File: src/rtl/factory_test_seq_pkg.sv
`default_nettype none
// ============================================================================
// Module      : factory_test_seq_pkg
// Description : Shared types and constants for the factory test sequencer.
// Revision    : 1.0 - initial release
// ============================================================================
package factory_test_seq_pkg;

    localparam int NUM_STEPS = 8;

    typedef enum logic [1:0] {
        ST_IDLE   = 2'd0,
        ST_SETTLE = 2'd1,
        ST_CHECK  = 2'd2
    } state_t;

    typedef enum logic [1:0] {
        CHK_LOGIC = 2'd0,
        CHK_LOOP  = 2'd1,
        CHK_BIAS  = 2'd2
    } check_t;

    typedef struct packed {
        logic tie_val;
        logic oe_val;
        logic loop_drv;
        logic ena_3v3_n;
        logic ena_1v8_n;
    } step_drive_t;

    // Both bias rails off, no tie-off or loopback stimulus.
    localparam step_drive_t c_safe_drive = '{
        tie_val:   1'b0,
        oe_val:    1'b0,
        loop_drv:  1'b0,
        ena_3v3_n: 1'b1,
        ena_1v8_n: 1'b1
    };

endpackage
`default_nettype wire

File: src/rtl/factory_test_step_rom.sv
`default_nettype none
// ============================================================================
// Module      : factory_test_step_rom
// Description : Step index to drive pattern, check type and window select.
// Revision    : 1.0 - initial release
// ============================================================================
module factory_test_step_rom
    import factory_test_seq_pkg::*;
(
    input  logic [2:0]  step_idx,
    output step_drive_t drive,
    output check_t      chk,
    output logic        win_bias
);

    always_comb begin
        drive    = c_safe_drive;
        chk      = CHK_LOGIC;
        win_bias = 1'b0;
        case (step_idx)
            3'd0: drive = '{1'b0, 1'b0, 1'b0, 1'b1, 1'b1};
            3'd1: drive = '{1'b1, 1'b0, 1'b0, 1'b1, 1'b1};
            3'd2: drive = '{1'b0, 1'b1, 1'b0, 1'b1, 1'b1};
            3'd3: drive = '{1'b1, 1'b1, 1'b0, 1'b1, 1'b1};
            3'd4: begin
                drive = '{1'b0, 1'b0, 1'b1, 1'b1, 1'b1};
                chk   = CHK_LOOP;
            end
            3'd5: begin
                drive = '{1'b0, 1'b0, 1'b0, 1'b1, 1'b1};
                chk   = CHK_LOOP;
            end
            // Only one bias rail is ever enabled per step.
            3'd6: begin
                drive    = '{1'b0, 1'b0, 1'b0, 1'b0, 1'b1};
                chk      = CHK_BIAS;
                win_bias = 1'b1;
            end
            3'd7: begin
                drive    = '{1'b0, 1'b0, 1'b0, 1'b1, 1'b0};
                chk      = CHK_BIAS;
                win_bias = 1'b1;
            end
            default: drive = c_safe_drive;
        endcase
    end

endmodule
`default_nettype wire

File: src/rtl/factory_test_sequencer.sv
`default_nettype none
// ============================================================================
// Module      : factory_test_sequencer
// Description : Steps a device under test through tie-off, loopback and bias
//               checks, accumulating a per-step failure mask.
// Revision    : 1.0 - initial release
// ============================================================================
module factory_test_sequencer
    import factory_test_seq_pkg::*;
#(
    parameter int SETTLE_CYCLES = 16,
    parameter int BIAS_CYCLES   = 1024
) (
    input  logic       clk,
    input  logic       rst,
    input  logic       start,
    input  logic       abort,
    output logic       ena_3v3_n,
    output logic       ena_1v8_n,
    output logic       tie_val,
    output logic       oe_val,
    output logic       loop_drv,
    input  logic [7:0] uo_obs,
    input  logic [7:0] uio_obs,
    input  logic [7:0] uio_oe_obs,
    input  logic       loop_sense,
    input  logic       sense_ok,
    output logic       busy,
    output logic       done,
    output logic       pass,
    output logic [7:0] fail_mask,
    output logic [2:0] step
);

    localparam int MAX_CYCLES = (SETTLE_CYCLES > BIAS_CYCLES) ? SETTLE_CYCLES : BIAS_CYCLES;
    localparam int CNT_W      = $clog2(MAX_CYCLES) + 1;

    localparam logic [CNT_W-1:0] c_settle_term = CNT_W'(SETTLE_CYCLES - 1);
    localparam logic [CNT_W-1:0] c_bias_term   = CNT_W'(BIAS_CYCLES - 1);
    localparam logic [2:0]       c_last_step   = 3'(NUM_STEPS - 1);

    state_t           r_state, w_state_next;
    logic [CNT_W-1:0] r_cnt;
    logic [2:0]       r_step, w_rom_idx;
    step_drive_t      r_drv, w_rom_drv;
    check_t           r_chk, w_rom_chk;
    logic             r_win_bias, w_rom_win;
    logic             r_busy, r_done, r_pass;
    logic [7:0]       r_fail_mask, w_fail_mask_next;
    logic             w_step_fail, w_term_hit;

    // Entering step 0 from IDLE, or step+1 from CHECK, loads the next pattern.
    factory_test_step_rom u_rom (
        .step_idx (w_rom_idx),
        .drive    (w_rom_drv),
        .chk      (w_rom_chk),
        .win_bias (w_rom_win)
    );

    assign w_term_hit = (r_cnt == (r_win_bias ? c_bias_term : c_settle_term));

    always_comb begin
        w_step_fail = 1'b0;
        case (r_chk)
            CHK_LOGIC: w_step_fail = !((uo_obs     == {8{r_drv.tie_val}}) &&
                                       (uio_obs    == {8{r_drv.tie_val}}) &&
                                       (uio_oe_obs == {8{r_drv.oe_val}}));
            CHK_LOOP:  w_step_fail = (loop_sense != r_drv.loop_drv);
            CHK_BIAS:  w_step_fail = !sense_ok;
            default:   w_step_fail = 1'b1;
        endcase
    end

    always_comb begin
        w_state_next     = r_state;
        w_rom_idx        = 3'd0;
        w_fail_mask_next = r_fail_mask;
        case (r_state)
            ST_IDLE:   if (start) w_state_next = ST_SETTLE;
            ST_SETTLE: if (w_term_hit) w_state_next = ST_CHECK;
            ST_CHECK: begin
                w_rom_idx        = r_step + 3'd1;
                w_fail_mask_next = r_fail_mask | ({7'd0, w_step_fail} << r_step);
                w_state_next     = (r_step == c_last_step) ? ST_IDLE : ST_SETTLE;
            end
            default:   w_state_next = ST_IDLE;
        endcase
        if (abort) w_state_next = ST_IDLE;
    end

    always_ff @(posedge clk) begin
        if (rst) r_state <= ST_IDLE;
        else     r_state <= w_state_next;
    end

    always_ff @(posedge clk) begin
        if (rst) begin
            r_cnt       <= '0;
            r_step      <= 3'd0;
            r_drv       <= c_safe_drive;
            r_chk       <= CHK_LOGIC;
            r_win_bias  <= 1'b0;
            r_busy      <= 1'b0;
            r_done      <= 1'b0;
            r_pass      <= 1'b0;
            r_fail_mask <= 8'd0;
        end else if (abort) begin
            // Failure history survives an abort for post-mortem readout.
            r_cnt      <= '0;
            r_step     <= 3'd0;
            r_drv      <= c_safe_drive;
            r_chk      <= CHK_LOGIC;
            r_win_bias <= 1'b0;
            r_busy     <= 1'b0;
            r_done     <= 1'b0;
            r_pass     <= 1'b0;
        end else begin
            case (r_state)
                ST_IDLE: begin
                    if (start) begin
                        r_cnt       <= '0;
                        r_step      <= 3'd0;
                        r_drv       <= w_rom_drv;
                        r_chk       <= w_rom_chk;
                        r_win_bias  <= w_rom_win;
                        r_busy      <= 1'b1;
                        r_done      <= 1'b0;
                        r_pass      <= 1'b0;
                        r_fail_mask <= 8'd0;
                    end
                end
                ST_SETTLE: r_cnt <= r_cnt + CNT_W'(1);
                ST_CHECK: begin
                    r_cnt       <= '0;
                    r_fail_mask <= w_fail_mask_next;
                    if (r_step == c_last_step) begin
                        r_busy <= 1'b0;
                        r_done <= 1'b1;
                        r_pass <= (w_fail_mask_next == 8'd0);
                        r_drv  <= c_safe_drive;
                    end else begin
                        r_step     <= r_step + 3'd1;
                        r_drv      <= w_rom_drv;
                        r_chk      <= w_rom_chk;
                        r_win_bias <= w_rom_win;
                    end
                end
                default: ;
            endcase
        end
    end

    assign tie_val   = r_drv.tie_val;
    assign oe_val    = r_drv.oe_val;
    assign loop_drv  = r_drv.loop_drv;
    assign ena_3v3_n = r_drv.ena_3v3_n;
    assign ena_1v8_n = r_drv.ena_1v8_n;
    assign busy      = r_busy;
    assign done      = r_done;
    assign pass      = r_pass;
    assign fail_mask = r_fail_mask;
    assign step      = r_step;

endmodule
`default_nettype wire

File: config.mk
export PLATFORM = sky130hd
export DESIGN_NAME = factory_test_sequencer
export DESIGN_NICKNAME = d
export VERILOG_FILES = /design/src/rtl/factory_test_seq_pkg.sv /design/src/rtl/factory_test_step_rom.sv /design/src/rtl/factory_test_sequencer.sv
export SDC_FILE = /design/constraint.sdc
export NUM_CORES = 1
export LEC_CHECK = 0
export ABC_AREA = 1
export CAP_MARGIN = 15
export CELL_PAD_IN_SITES_DETAIL_PLACEMENT = 1
export CELL_PAD_IN_SITES_GLOBAL_PLACEMENT = 1
export CORE_UTILIZATION = 34
export DETAILED_ROUTE_END_ITERATION = 8
export PLACE_DENSITY = 0.88
export SYNTH_ARGS = -nofsm -noshare
export SYNTH_HDL_FRONTEND = slang
export SYNTH_SLANG_ARGS = --single-unit
File: constraint.sdc
create_clock -name clk -period 1.71 [get_ports clk]
set_clock_uncertainty 0.05 [all_clocks]
set_input_delay 0.342 -clock clk [delete_from_list [all_inputs] [get_ports clk]]
set_output_delay 0.342 -clock clk [all_outputs]
set_load 0.05 [all_outputs]
==> flow_metrics.env <==
export IMPL_status="finished, violations left"
export IMPL_violations="negative setup slack"
export IMPL_clk_pin_slew_ps=70
export IMPL_tightestPinTransition_ps=474
export IMPL_final_hold_violation_count=0
export IMPL_finalWeightedCongestion=0.842
export IMPL_antenna_found_initial=0
export IMPL_grt_total_usage_pct=21.8
export IMPL_wl_met1_um=2780
export IMPL_crit_required_ps=1890
export IMPL_seq_area_um2=708
export IMPL_clockRootBuffer="clkbuf_8"
export IMPL_slew_headroom_pct=68.3
export IMPL_syn_inst=280
export IMPL_drive_gt1_share_pct=27.9
export IMPL_vias=2237
export IMPL_syn_nets=313
export IMPL_dr_pass1_iters=5
export IMPL_rr_startpoint="tie_val"
export IMPL_synthArstFlopShare_pct=0
export IMPL_wl_met3_um=309
export IMPL_die_area_um2=5910
export IMPL_seqPwrFrac_pct=48.3
export IMPL_pre_cts_slack_ps=-474
export IMPL_r2r_slack_ps=-80
export IMPL_die_h_um=76.9
export IMPL_yosysMostFrequentCell="nand2_1"
export IMPL_dp_hpwl_um=4540
export IMPL_antennaDiodeCount=0
export IMPL_cts_sinks=35
export IMPL_fin_nets=394
export IMPL_min_path_cells=2
export IMPL_synth_top_area_share_pct=36.7
export IMPL_syn_area_um2=1910
export IMPL_final_cells=432
export IMPL_yosys_warnings=0
export IMPL_clkPwrFrac_pct=38.9
export IMPL_cap_violations=0
export IMPL_final_setup_viol_count=2
export IMPL_comb_power_share_pct=12.8
export IMPL_num_rows=26
export IMPL_p_sw_uw=423
export IMPL_drc=0
export IMPL_grt_pass1_vias=2336
export IMPL_wire_per_inst_um=15.4
export IMPL_ios=49
export IMPL_regToRegEndpoint="pass"
export IMPL_ir_worst_vdd_uv=370
export IMPL_start_util_pct=36.4
export IMPL_dp_cells=419
export IMPL_power_density_nw_per_um2=605
export IMPL_switching_share_pct=24.8
export IMPL_grt_max_degree=11
export IMPL_routed_wl_um=6660
export IMPL_leakagePower_uw=0.00123
export IMPL_worstRegToRegCells=14
export IMPL_cts_inserted_buffers=5
export IMPL_top_layer="met4"
export IMPL_io_buffers=48
export IMPL_clockBufferDepth=2
export IMPL_drtIter0Drc=64
export IMPL_worstHoldStart="done"
export IMPL_grt_pass1_wl_um=10300
export IMPL_synth_cell_types=35
export IMPL_avgSynthCellArea_um2=6.81
export IMPL_max_freq_ghz=0.557
export IMPL_min_to="done"
export IMPL_hp_class="flop to flop"
export IMPL_ys_top_cells_by_area="dfxtp_1, nand2_1, nor2_1"
export IMPL_route_antenna_remaining_nets=0
export IMPL_synth_top_area_cell="dfxtp_1"
export IMPL_slew_viol_final=0
export IMPL_yosysSeqAreaShare_pct=36.7
export IMPL_multiInputGateArea_um2=1110
export IMPL_cts_tree="yes"
export IMPL_start_kind="flop"
export IMPL_fin_crit_ps=1790
export IMPL_ys_flop_type="dfxtp_1"
export IMPL_worstPathArrival_ps=1970
export IMPL_n_fill_cell=685
export IMPL_htreeDepth=2
export IMPL_area_delta_synth_final_pct=48.0
export IMPL_ys_seq_elements=35
export IMPL_crit_type="flop to flop"
export IMPL_rsz0062_at_grt="true"
export IMPL_internal_power_uw=1280
export IMPL_end_kind="flop"
export IMPL_grt_ovfl_total=0
export IMPL_wl_met2_um=3450
export IMPL_layout_setup_ws_ps=-84.5
export IMPL_worstSkewPairLatency_ps=290
export IMPL_via_per_inst=5.18
export IMPL_core_region_area_um2=5240
export IMPL_path_max_fanout=8
export IMPL_synth_edf_count=0
export IMPL_timing_final_crit_share_pct=105
export IMPL_die_w_um=76.9
export IMPL_synth_common_cells="nand2_1, nor2_1, dfxtp_1"
-- per-stage QoR --
stage	power, uW	hold slack (ps)	instance area [um2]	utilization, %	TNS [ps]
final	1710	426	2820	53.9	-141
after CTS	1720	430	2750	52.5	-122
after detailed placement	1070	414	2630	50.1	-4310
after floorplan	936	404	1910	-	0
after global placement	1060	402	2630	50.1	-2690
after global routing	1780	452	2820	53.9	-847
-- sequential cells by signal (all words and copies together) (netlist names), 2 cells and up --
signal     count
fail_mask      8
r_chk          2
r_cnt         11
r_state        2
step           3
-- worst max-delay path: stages (launching register included) --
cell	delay (ps)
dfxtp_4	350
or2_1	200
nor2_1	110
nand2_1	70
nand2_2	70
nand3_2	60
nand2_2	80
nand2_4	80
nand4_1	150
nand2_2	90
nor2_2	100
nand3_1	80
nor2_1	90
nor2_1	50
nor2_1	90
-- worst max path at each step --
| stage | cells past startpoint | endpoint | startpoint | slack, ps |
|---|---|---|---|---|
| floorplan | 9 | ena_1v8_n | step[1] | 20 |
| global placement | 15 | pass | uio_obs[2] | -410 |
| detailed placement | 15 | pass | uio_obs[2] | -470 |
| CTS | 14 | pass | tie_val | -100 |
| global route | 14 | pass | tie_val | -290 |
| finish | 14 | pass | tie_val | -80 |
-- placed cells by master, fill, tap and decap left out, types with 2 or more instances in the layout --
master / instances
inv_1: 29
nand3b_1: 2
a221oi_1: 2
o21ai_0: 2
nor2_2: 8
nand3_1: 14
dlygate4sd2_1: 24
nand4_1: 9
or2_1: 3
clkdlybuf4s50_1: 5
buf_12: 2
o21ai_2: 2
clkbuf_8: 7
nand2_2: 6
nor2_1: 38
dfxtp_2: 3
a21oi_1: 16
nand2_1: 59
dfxtp_1: 31
o21ai_1: 8
nand3_2: 2
inv_2: 10
buf_4: 46
a221oi_2: 8
ha_1: 3
nor3_1: 4
-- power groups by stage --
stage	combinational, uW	sequential, uW	clock (uW)
after floorplan	80.2	856	0
after global placement	221	843	0
after global routing	238	824	722
after detailed placement	227	844	0
after CTS	210	823	682
final	219	824	664
-- cells by family after synthesis --
group | Yosys count | synth area share (%)
and+or+nand+nor | 151 | 36.2
AOI/OAI and AO/OA | 46 | 15.2
buffers and inverters | 44 | 9.38
DFF | 35 | 36.7
adders and majority gates | 3 | 1.97
xor gates and xnor gates | 1 | 0.459
-- metal layers --
layer / vias to the layer above / global-route usage, %
li1: 1093 / -
met1: 1070 / 23.3
met2: 58 / 40.9
met3: 16 / 5.12
met4: 0 / 8.27
met5: - / 0
-- final cells by class --
cell class / instances / share of cell area [%]
well taps: 70 / 3.10
clock buffers: 8 / 3.55
repair buffers: 77 / 22.9
flip-flops and latches: 35 / 25.1
inverters: 41 / 5.94
multi-input cells: 201 / 39.4
-- what timing repair did --
item / CTS / global route
buffers inserted: 4 / 1
resized for setup: 30 / 15
pin swaps: 28 / 7
hold buffers: 0 / 0
setup endpoints to repair: 7 / 15
Power figures use the tool's default switching activity.
